--- src/rtl/rdata_aligner_pkg.sv ---
// rtl/rdata_aligner_pkg.sv - shared DMA widths, read-aligner state encoding and constants
//
// Holds the DMA burst-length width and the read-aligner state encoding used by
// rdata_aligner. The macros sit next to the write-aligner state macros so both
// aligners draw on one set of DMA-side definitions.

`ifndef AXI_LEN_W
`define AXI_LEN_W 8
`endif

`ifndef RALGN_STATES_W
`define RALGN_STATES_W 3
`define RALGN_IDLE     3'd0
`define RALGN_CONFIG   3'd1
`define RALGN_PRIME    3'd2
`define RALGN_STREAM   3'd3
`define RALGN_FLUSH    3'd4
`define RALGN_DONE     3'd5
`endif

package rdata_aligner_pkg;

  // Burst length field width and the longest burst it can describe (in beats).
  localparam int unsigned LEN_W      = `AXI_LEN_W;
  localparam int unsigned MAX_BURST  = 1 << LEN_W;

  typedef enum logic [`RALGN_STATES_W-1:0] {
    S_IDLE   = `RALGN_IDLE,
    S_CONFIG = `RALGN_CONFIG,
    S_PRIME  = `RALGN_PRIME,
    S_STREAM = `RALGN_STREAM,
    S_FLUSH  = `RALGN_FLUSH,
    S_DONE   = `RALGN_DONE
  } ralgn_state_e;

endpackage

--- src/rtl/rdata_aligner_funnel.sv ---
// rtl/rdata_aligner_funnel.sv - byte funnel shifter with end-of-range byte mask
//
// Ports:
//   hi_i        newer (higher-address) beat
//   lo_i        older (lower-address) beat
//   off_i       byte offset of the requested start within a beat
//   mask_en_i   1 when the produced word is the last one of the range
//   last_lane_i highest byte lane still inside the range (used when mask_en_i)
//   word_o      unaligned word, lane k = byte at (request address + k)

module rdata_funnel #(
  parameter int DATA_W = 32,
  localparam int B        = DATA_W / 8,
  localparam int OFFSET_W = $clog2(B)
) (
  input  logic [DATA_W-1:0]   hi_i,
  input  logic [DATA_W-1:0]   lo_i,
  input  logic [OFFSET_W-1:0] off_i,
  input  logic                mask_en_i,
  input  logic [OFFSET_W-1:0] last_lane_i,
  output logic [DATA_W-1:0]   word_o
);

  always_comb begin
    // An aligned stream passes the new beat straight through; otherwise the
    // word straddles the held beat and the new one.
    if (off_i == '0) begin
      word_o = hi_i;
    end else begin
      word_o = DATA_W'({hi_i, lo_i} >> (8 * off_i));
    end
    if (mask_en_i) begin
      for (int k = 0; k < B; k++) begin
        if (k > int'(last_lane_i)) begin
          word_o[8*k +: 8] = 8'h00;
        end
      end
    end
  end

endmodule

--- src/rtl/rdata_aligner.sv ---
// rtl/rdata_aligner.sv - unaligned dbus read server fed by aligned DMA read bursts
//
// Ports:
//   clk, rst         clock, synchronous active-high reset
//   clear            synchronous abort back to IDLE
//   run              enable; dbus requests are only taken while high
//   endAddr          last byte address of the range (inclusive)
//   dbus_valid/addr  read request from the accelerator, held until dbus_ready
//   dbus_rdata/ready unaligned word and its one-cycle retire pulse
//   dma_r_valid      a beat may be accepted this cycle
//   dma_r_addr/len   aligned burst base address and beats-1
//   dma_r_rdata      beat data, taken when dma_r_valid && dma_r_ready

`ifndef AXI_LEN_W
`define AXI_LEN_W 8
`endif

module rdata_aligner
  import rdata_aligner_pkg::*;
#(
  parameter int ADDR_W = 32,
  parameter int DATA_W = 32
) (
  input  logic                  clk,
  input  logic                  rst,
  input  logic                  clear,
  input  logic                  run,
  input  logic [ADDR_W-1:0]     endAddr,
  input  logic                  dbus_valid,
  input  logic [ADDR_W-1:0]     dbus_addr,
  output logic [DATA_W-1:0]     dbus_rdata,
  output logic                  dbus_ready,
  output logic                  dma_r_valid,
  output logic [ADDR_W-1:0]     dma_r_addr,
  output logic [`AXI_LEN_W-1:0] dma_r_len,
  input  logic [DATA_W-1:0]     dma_r_rdata,
  input  logic                  dma_r_ready
);

  localparam int B        = DATA_W / 8;
  localparam int OFFSET_W = $clog2(B);
  localparam int REM_W    = LEN_W + 1;

  localparam logic [ADDR_W-1:0] MAX_BEATS = ADDR_W'(MAX_BURST);

  // Length field for a burst that still has 'beats' beats to go.
  function automatic logic [LEN_W-1:0] len_for(input logic [ADDR_W-1:0] beats);
    logic [ADDR_W-1:0] n;
    n = (beats > MAX_BEATS) ? MAX_BEATS : beats;
    return LEN_W'(n - ADDR_W'(1));
  endfunction

  ralgn_state_e          state_q, state_d;
  logic [ADDR_W-1:0]     start_q, start_d;
  logic [ADDR_W-1:0]     end_q, end_d;
  logic [OFFSET_W-1:0]   off_q, off_d;
  logic [ADDR_W-1:0]     beats_left_q, beats_left_d;
  logic [ADDR_W-1:0]     words_left_q, words_left_d;
  logic [ADDR_W-1:0]     burst_addr_q, burst_addr_d;
  logic [LEN_W-1:0]      burst_len_q, burst_len_d;
  logic [REM_W-1:0]      burst_rem_q, burst_rem_d;
  logic [ADDR_W-1:0]     word_addr_q, word_addr_d;
  logic [DATA_W-1:0]     hold_q, hold_d;
  logic [DATA_W-1:0]     out_data_q, out_data_d;
  logic                  out_valid_q, out_valid_d;

  logic                  req;
  logic                  beat_acc;
  logic                  retire;
  logic                  last_word;
  logic [OFFSET_W-1:0]   last_lane;
  logic [DATA_W-1:0]     funnel_hi;
  logic [DATA_W-1:0]     funnel_word;
  logic [ADDR_W-1:0]     cfg_beats;
  logic [LEN_W-1:0]      cfg_len;
  logic [LEN_W-1:0]      next_len;

  assign req       = run & dbus_valid;
  // Beats are only taken while the output register is free, so at most one
  // word is ever waiting on the dbus side and no beat can be lost.
  assign dma_r_valid = ((state_q == S_PRIME) || (state_q == S_STREAM)) &&
                       (beats_left_q != '0) && !out_valid_q;
  assign beat_acc  = dma_r_valid & dma_r_ready;
  assign retire    = out_valid_q & req;
  assign last_word = (words_left_q == ADDR_W'(1));
  assign last_lane = OFFSET_W'(end_q - word_addr_q);
  // FLUSH has no new beat: the upper half of the funnel is zero.
  assign funnel_hi = (state_q == S_FLUSH) ? '0 : dma_r_rdata;

  assign dbus_ready = retire;
  assign dbus_rdata = out_data_q;
  assign dma_r_addr = burst_addr_q;
  assign dma_r_len  = burst_len_q;

  rdata_funnel #(
    .DATA_W (DATA_W)
  ) u_funnel (
    .hi_i        (funnel_hi),
    .lo_i        (hold_q),
    .off_i       (off_q),
    .mask_en_i   (last_word),
    .last_lane_i (last_lane),
    .word_o      (funnel_word)
  );

  always_comb begin
    state_d      = state_q;
    start_d      = start_q;
    end_d        = end_q;
    off_d        = off_q;
    beats_left_d = beats_left_q;
    words_left_d = words_left_q;
    burst_addr_d = burst_addr_q;
    burst_len_d  = burst_len_q;
    burst_rem_d  = burst_rem_q;
    word_addr_d  = word_addr_q;
    hold_d       = hold_q;
    out_data_d   = out_data_q;
    out_valid_d  = out_valid_q;

    cfg_beats = ((end_q >> OFFSET_W) - (start_q >> OFFSET_W)) + ADDR_W'(1);
    cfg_len   = len_for(cfg_beats);
    next_len  = len_for(beats_left_q - ADDR_W'(1));

    // Burst bookkeeping: on the last beat of a burst, the next burst is
    // loaded immediately so the DMA side sees no idle cycle between them.
    if (beat_acc) begin
      beats_left_d = beats_left_q - ADDR_W'(1);
      hold_d       = dma_r_rdata;
      if (burst_rem_q == REM_W'(1)) begin
        if (beats_left_q != ADDR_W'(1)) begin
          burst_addr_d = burst_addr_q + ((ADDR_W'(burst_len_q) + ADDR_W'(1)) << OFFSET_W);
          burst_len_d  = next_len;
          burst_rem_d  = REM_W'(next_len) + REM_W'(1);
        end else begin
          burst_rem_d  = '0;
        end
      end else begin
        burst_rem_d = burst_rem_q - REM_W'(1);
      end
    end

    if (retire) begin
      out_valid_d  = 1'b0;
      words_left_d = words_left_q - ADDR_W'(1);
      word_addr_d  = word_addr_q + ADDR_W'(B);
    end

    unique case (state_q)
      S_IDLE: begin
        if (req) begin
          start_d = dbus_addr;
          end_d   = endAddr;
          state_d = S_CONFIG;
        end
      end

      S_CONFIG: begin
        off_d        = start_q[OFFSET_W-1:0];
        beats_left_d = cfg_beats;
        words_left_d = ((end_q - start_q) >> OFFSET_W) + ADDR_W'(1);
        burst_addr_d = start_q & ~ADDR_W'(B - 1);
        burst_len_d  = cfg_len;
        burst_rem_d  = REM_W'(cfg_len) + REM_W'(1);
        word_addr_d  = start_q;
        hold_d       = '0;
        out_valid_d  = 1'b0;
        state_d      = (start_q[OFFSET_W-1:0] != '0) ? S_PRIME : S_STREAM;
      end

      // Unaligned start: the first beat only fills the hold register.
      S_PRIME: begin
        if (beat_acc) begin
          state_d = S_STREAM;
        end
      end

      S_STREAM: begin
        if (beat_acc) begin
          out_data_d  = funnel_word;
          out_valid_d = 1'b1;
        end
        if (retire && last_word) begin
          state_d = S_DONE;
        end else if (!out_valid_q && (beats_left_q == '0) && last_word) begin
          // The tail bytes of the range are already in the hold register.
          state_d = S_FLUSH;
        end
      end

      S_FLUSH: begin
        if (!out_valid_q) begin
          out_data_d  = funnel_word;
          out_valid_d = 1'b1;
        end
        if (retire && last_word) begin
          state_d = S_DONE;
        end
      end

      S_DONE: begin
        state_d = S_IDLE;
      end

      default: begin
        state_d = S_IDLE;
      end
    endcase
  end

  always_ff @(posedge clk) begin
    if (rst || clear) begin
      state_q      <= S_IDLE;
      start_q      <= '0;
      end_q        <= '0;
      off_q        <= '0;
      beats_left_q <= '0;
      words_left_q <= '0;
      burst_addr_q <= '0;
      burst_len_q  <= '0;
      burst_rem_q  <= '0;
      word_addr_q  <= '0;
      hold_q       <= '0;
      out_data_q   <= '0;
      out_valid_q  <= 1'b0;
    end else begin
      state_q      <= state_d;
      start_q      <= start_d;
      end_q        <= end_d;
      off_q        <= off_d;
      beats_left_q <= beats_left_d;
      words_left_q <= words_left_d;
      burst_addr_q <= burst_addr_d;
      burst_len_q  <= burst_len_d;
      burst_rem_q  <= burst_rem_d;
      word_addr_q  <= word_addr_d;
      hold_q       <= hold_d;
      out_data_q   <= out_data_d;
      out_valid_q  <= out_valid_d;
    end
  end

endmodule

--- config.mk ---
export PLATFORM = sky130hd
export DESIGN_NAME = rdata_aligner
export DESIGN_NICKNAME = d
export VERILOG_FILES = /design/src/rtl/rdata_aligner_pkg.sv /design/src/rtl/rdata_aligner_funnel.sv /design/src/rtl/rdata_aligner.sv
export SDC_FILE = /design/constraint.sdc
export NUM_CORES = 1
export LEC_CHECK = 0
export CORE_MARGIN = 5
export CORE_UTILIZATION = 30
export DETAILED_ROUTE_END_ITERATION = 10
export GPL_ROUTABILITY_DRIVEN = 0
export SYNTH_ARGS = -nofsm -noshare
export SYNTH_HDL_FRONTEND = slang
export SYNTH_SLANG_ARGS = --single-unit
export TNS_END_PERCENT = 5
--- constraint.sdc ---
create_clock -name clk -period 7.9 [get_ports clk]
set_input_delay 1.58 -clock clk [delete_from_list [all_inputs] [get_ports clk]]
set_output_delay 1.58 -clock clk [all_outputs]
set_load 0.05 [all_outputs]
---- Yosys cells after proc, flatten, opt, wreduce, memory -nomap -nowiden ----
Index checks and enable logic that the tools add are counted.
Widths: inputs -> output; s select.
storage, ports and cells
  word-level logic and storage cells ...... 115
  output and inout bits ................... 74
  register bits ........................... 279
cells by class
  reduce and logical (&&, ||, !) cells .... 24
  add/subtract/negate cells ............... 15
  equality and inequality tests ........... 13
  bitwise operators ....................... 3
  shifts and indexed selects .............. 1
  multiplexer cells ....................... 40
  order comparisons ....................... 5
operator list
  kind                   count
  $mux 32                14
  $mux 8                 9
  $gt 32x9->1 const B    2
  $pmux 32 s2            1
  $shr 64x5->32          1
  $sub 32x1->32 const B  2
  $mux 9                 4
  $add 31x2->32 const B  1
  $add 32x11->32         1
  $add 32x3->32 const B  1
  $eq 32x1->1 const B    1
  $logic_not 32->1       1
  $ne 32x1->1 const B    1
  $reduce_bool 32->1     1
  $sub 32x32->32         1
  $add 30x1->31 const B  1
  $sub 30x30->31         1
  $add 8x1->9 const B    3
  $mux 24                1
  $sub 8x1->8 const B    2
  $mux 3                 5
  $pmux 3 s5             1
  $reduce_bool 2->1      6
  $eq 9x1->1 const B     1
  22 further kinds       39

---- Logic depth before layout (Yosys ltp) ----
  depth after elaboration ................. 9
  mapped depth ............................ 27
  gate-level depth less buffers ........... 23

---- Hierarchy ----
From an unflattened synthesis, not the netlist that was laid out.
second synthesis, totals
  cells, all modules ...................... 2,395
  area, all modules ....................... 17,730.8 um^2
modules (own cells, without submodules)
  module         seq. area each (um^2)  cells each  area an instance (um^2)  instances
  rdata_aligner  4,944.7                2,328       16,768.6                 1
  rdata_funnel   0.0                    67          962.2                    1

---- Least setup slack after synthesis ----
No wires, ideal clock.
  path type ............................... register to register
  start ................................... register start_q[2]
  end ..................................... register burst_rem_q[5]
  arrival time ............................ 5,633 ps
  path buffers ............................ 3
  required time ........................... 7,780 ps
  path slack .............................. 2,147 ps
  stages on the path, launching flop included .. 26
  library setup time ...................... 120 ps
  cells stage by stage .................... dfxtp_1 -> ha_1 -> inv_1 -> fa_1 -> nand3_1 -> a21oi_1 -> o21a_1 -> or4_1 -> buf_2 -> or2_1 -> buf_6 -> or4_4 -> a211oi_2 -> nand4b_1 -> nor4_4 -> nand3b_1 -> a2111oi_2 -> nand2_1 -> ha_1 -> clkbuf_1 -> nand3_1 -> nand2_1 -> or3b_4 -> nand3_1 -> mux2i_1 -> nor3_2
on the way
  cells in the longest elaborated chain, start to end .. 7
RTL lines
  what                      line                  source
  start: declaration        rdata_aligner.sv:54   logic [ADDR_W-1:0] start_q, start_d;
  start signal: assignment  rdata_aligner.sv:228  start_q <= start_d;
  $sub 30x30->31 (*)        rdata_aligner.sv:121  cfg_beats = ((end_q >> OFFSET_W) - (start_q >> OFFSET_W)) + ADDR_W'(1);
  $add 31x2->32 (*)         rdata_aligner.sv:121
  $gt 32x9->1               rdata_aligner.sv:49   n = (beats > MAX_BEATS) ? MAX_BEATS : beats;
  $mux 8 (*)                rdata_aligner.sv:49
  $sub 8x1->8 (*)           rdata_aligner.sv:50   return LEN_W'(n - ADDR_W'(1));
  $add 8x1->9 (*)           rdata_aligner.sv:164  burst_rem_d = REM_W'(cfg_len) + REM_W'(1);
  $mux 9 (*)                rdata_aligner.sv:149  unique case (state_q)
  end signal: assignment    rdata_aligner.sv:235  burst_rem_q <= burst_rem_d;
  end: declaration          rdata_aligner.sv:61   logic [REM_W-1:0] burst_rem_q, burst_rem_d;
Every way passes the cells marked *; elsewhere a longest branch is shown, timed or not.
A chain may end at the register's enable or synchronous reset.

---- Worst setup path after layout ----
  start ................................... register start_q[12]
  end ..................................... register burst_rem_q[7]
on the way
  cells in the longest elaborated chain, start to end .. 7
RTL lines
  what            line
  $sub 30x30->31  rdata_aligner.sv:121
  $add 31x2->32   rdata_aligner.sv:121
  $gt 32x9->1     rdata_aligner.sv:49
  $mux 8          rdata_aligner.sv:49
  $sub 8x1->8     rdata_aligner.sv:50
  $add 8x1->9     rdata_aligner.sv:164
  $mux 9          rdata_aligner.sv:149
No other way between the ends.

==> flow_summary.json <==
{
  "outcome": "finished, final reports clean",
  "p_sw_share_pct": 34.0,
  "combPwrFrac_pct": 28.7,
  "synthDominantCellAreaShare_pct": 27.6,
  "synth_xor_area_share_pct": 9.85,
  "max-slew-margin-rel_pct": 22.9,
  "maxCapViolCount": 0,
  "total_power_w": 0.00352,
  "clock_latency_ns": 0.57,
  "p_seq_share_pct": 35.2,
  "cts_sinks": 239,
  "synth_edf_count": 0,
  "ys_types": 98,
  "synth.most_common_cell": "nand2_1",
  "grt_pass1_vias": 17000,
  "antenna_left": 0,
  "synth.largest_area_cell": "dfxtp_1",
  "routed_wirelength_mm": 63.0,
  "max_freq_ghz": 0.151,
  "h-tree-depth": 1,
  "ys.flop_type": "dfxtp_1",
  "setup_viol": 0,
  "gr-total-overflow": 0,
  "cts_root_buf": "clkbuf_16",
  "worst_pin_slew_ns": 1.15,
  "critical_path_class": "reg -> reg",
  "vdd_drop_max_v": 0.000137,
  "hp-class": "reg -> reg",
  "synthTopCellsByCount": "nand2_1, a21oi_1, nor2_1, dfxtp_1, clkbuf_1",
  "synth-async-reset-ratio_pct": 0,
  "vias_per_cell": 5.60,
  "switchingPower_w": 0.00120,
  "syn_to_final_growth_pct": 17.9,
  "coreArea_mm2": 0.0575,
  "ys_warn_count": 0,
  "antenna_found_initial": 1,
  "synth_compound_area_share_pct": 23.4,
  "postCtsSetupRepairBufs": 0,
  "cts_resized": 0,
  "hpwlAfterDp_mm": 47.3,
  "muxShareOfSynthArea_pct": 2.26,
  "grt_max_degree": 93,
  "netlist_top_cells_area": "dfxtp_1, nand2_1, a21oi_1",
  "synth_seq_cells": 239,
  "p_leak_nw": 7.40,
  "die_y_um": 251,
  "port_buffers": 173,
  "end_kind": "flip-flop",
  "synth_adder_area_share_pct": 4.40,
  "netlist_area_mm2": 0.0174,
  "rsz0062_at_grt": "false",
  "row_count": 88,
  "clk_path_buf_depth": 3,
  "synthSimpleGateAreaFrac_pct": 27.5,
  "seq_area_frac_synth_pct": 27.6,
  "setup_tns_ns": 0,
  "p_int_w": 0.00233,
  "required_ns": 8.35,
  "crit_slowest_cell": "o21ai_0",
  "grt_pass1_wl_mm": 97.1,
  "synthCells": 2394,
  "first_iter_violations": 1659,
  "avgRoutedWirePerCell_um": 19.4,
  "hold_viol": 0,
  "start_util_pct": 30.2,
  "die_x_um": 251,
  "worst_path_largest_cell_delay_ns": 0.68,
  "finalCritPeriodShare_pct": 84.1,
  "drc": 0,
  "fill_cells": 6125,
  "maxSlewViolCount": 0,
  "first_pass_iters": 5,
  "min_period_ns": 6.64,
  "cts_made_buffers": 28,
  "synth_top_family_by_area": "simple AND/OR/NAND/NOR gates",
  "cp_cell_sequence": "inv_1 -> ha_1 -> a21oi_1 -> o21ai_0 -> a221oi_1 -> o211a_1 -> nor4b_1 -> nand3_1 -> nor4_1 -> nand4b_1 -> and2_1 -> nand3b_1 -> a2111oi_2 -> nand2_1 -> ha_1 -> nor4bb_1 -> a221o_1 -> and3_1 -> nand3_1 -> xnor2_1 -> o22a_1",
  "power-per-cell-area_mw_per_mm2": 172,
  "track_usage_pct": 18.8,
  "p_clk_share_pct": 36.1,
  "tritoncts": "yes",
  "ios": 176,
  "dieArea_mm2": 0.0628,
  "path_clk_slew_ns": 0.06,
  "syn_area_per_cell_um2": 7.25,
  "hold_buffers": 0,
  "worstSetupStartpointType": "flip-flop",
  "final_layout_size_suffix_gt1_share_pct": 5.04,
  "critPathMaxFanout": 14,
  "vias": 18200,
  "crit_arrival_ns": 7.09,
  "fin_skew_ns": 0.0137,
  "fin_nets": 2623
}
[through the flow]
| step | setup WS, ns | hold WS (ns) | cells | area [um2] | utilization (%) |
|---|---|---|---|---|---|
| after detailed placement | 1.41 | 0.448 | 3197 | 19600 | 34.1 |
| after global routing | 0.700 | 0.477 | 3245 | 20500 | 35.6 |
| after floorplan | 2.15 | 0.436 | 2395 | 17400 | - |
| after CTS | 1.36 | 0.456 | 3244 | 20500 | 35.6 |
| final | 1.26 | 0.454 | 3245 | 20500 | 35.6 |
| after global placement | 1.53 | 0.443 | 3197 | 19600 | 34.1 |
[critical path, delay by kind of cell (launching register included)]
family | cells | cell delay [ns]
xor gates and xnor gates | 1 | 0.15
DFF | 1 | 0.35
AOI/OAI and AO/OA | 7 | 2.26
buffers and inverters | 1 | 0.05
and+or+nand+nor | 10 | 2.81
adders and majority gates | 2 | 0.91
[metal layers]
metal	wire, um	global-route usage [%]	part of all wire, %	up-vias
met1	27000	24.9	43	8664
li1	-	-	-	8663
met3	3870	2.42	6.1	133
met4	2470	6.49	3.9	0
met2	29700	31.6	47	704
met5	0	0	0	-
[flip-flops by register name, indices dropped and copies added, names as in the netlist, 9 cells and up]
name,flops
beats_left_q,32
burst_rem_q,9
dbus_rdata,32
dma_r_addr,30
end_q,32
hold_q,24
start_q,32
words_left_q,32
[cell families (layout without fill, tap and decap cells)]
logic type / after synthesis / after routing
xor gates and xnor gates: 190 / 190
muxes: 28 / 28
AOI/OAI and AO/OA: 645 / 645
other: 1 / 3
and+or+nand+nor: 1009 / 1009
adders and majority gates: 60 / 60
DFF: 239 / 239
buffers and inverters: 222 / 306
[area by class of cell]
cell class / count / area (um2) / area share [%]
multi-input combinational: 1934 / 11700 / 57.3
clock inverter: 6 / 55.1 / 0.269
sequential: 239 / 4790 / 23.4
tap: 765 / 957 / 4.68
clock buffer: 41 / 821 / 4.01
antenna: 1 / 2.50 / 0.0122
inverter: 69 / 259 / 1.27
timing repair buffer: 190 / 1860 / 9.09
[final timing paths]
| check | from | to | slack, ns | cells past startpoint |
|---|---|---|---|---|
| min reg2reg | hold_q[13]$_SDFFE_PP0P_ | hold_q[13]$_SDFFE_PP0P_ | 0.45 | 2 |
| min | hold_q[13]$_SDFFE_PP0P_ | hold_q[13]$_SDFFE_PP0P_ | 0.45 | 2 |
| max reg2reg | start_q[12]$_SDFFE_PP0P_ | burst_rem_q[7]$_SDFFE_PP0P_ | 1.26 | 21 |
| max | start_q[12]$_SDFFE_PP0P_ | burst_rem_q[7]$_SDFFE_PP0P_ | 1.26 | 21 |
[power groups by stage]
stage	Combinational, W	Clock [W]	Sequential, W
after floorplan	0.000686	0	0.00126
after global placement	0.000978	0	0.00127
after detailed placement	0.000983	0	0.00127
after CTS	0.000990	0.00130	0.00124
after global routing	0.00109	0.00134	0.00124
final	0.00101	0.00127	0.00124
[cells in the final DEF (no fill, tap or decap), types with 13 or more instances in the layout]
| cell type | instances |
|---|---|
| dfxtp_1 | 237 |
| nor2b_1 | 19 |
| and2_1 | 17 |
| clkdlybuf4s50_1 | 173 |
| and3_1 | 18 |
| a21oi_1 | 261 |
| a22oi_1 | 36 |
| o21a_1 | 15 |
| a31oi_1 | 23 |
| o21ai_0 | 101 |
| xnor2_1 | 118 |
| nand4_1 | 39 |
| nor4_1 | 36 |
| xor2_1 | 69 |
| inv_1 | 69 |
| ha_1 | 57 |
| nor3_1 | 70 |
| clkbuf_16 | 29 |
| or3_1 | 23 |
| nor2_1 | 245 |
| or2_2 | 13 |
| buf_4 | 17 |
| nand2_1 | 388 |
| nand3_1 | 59 |
| or4_1 | 17 |
| a21o_1 | 19 |
| a211oi_1 | 64 |
| a221oi_1 | 17 |
(Power assumes the default switching activity.)
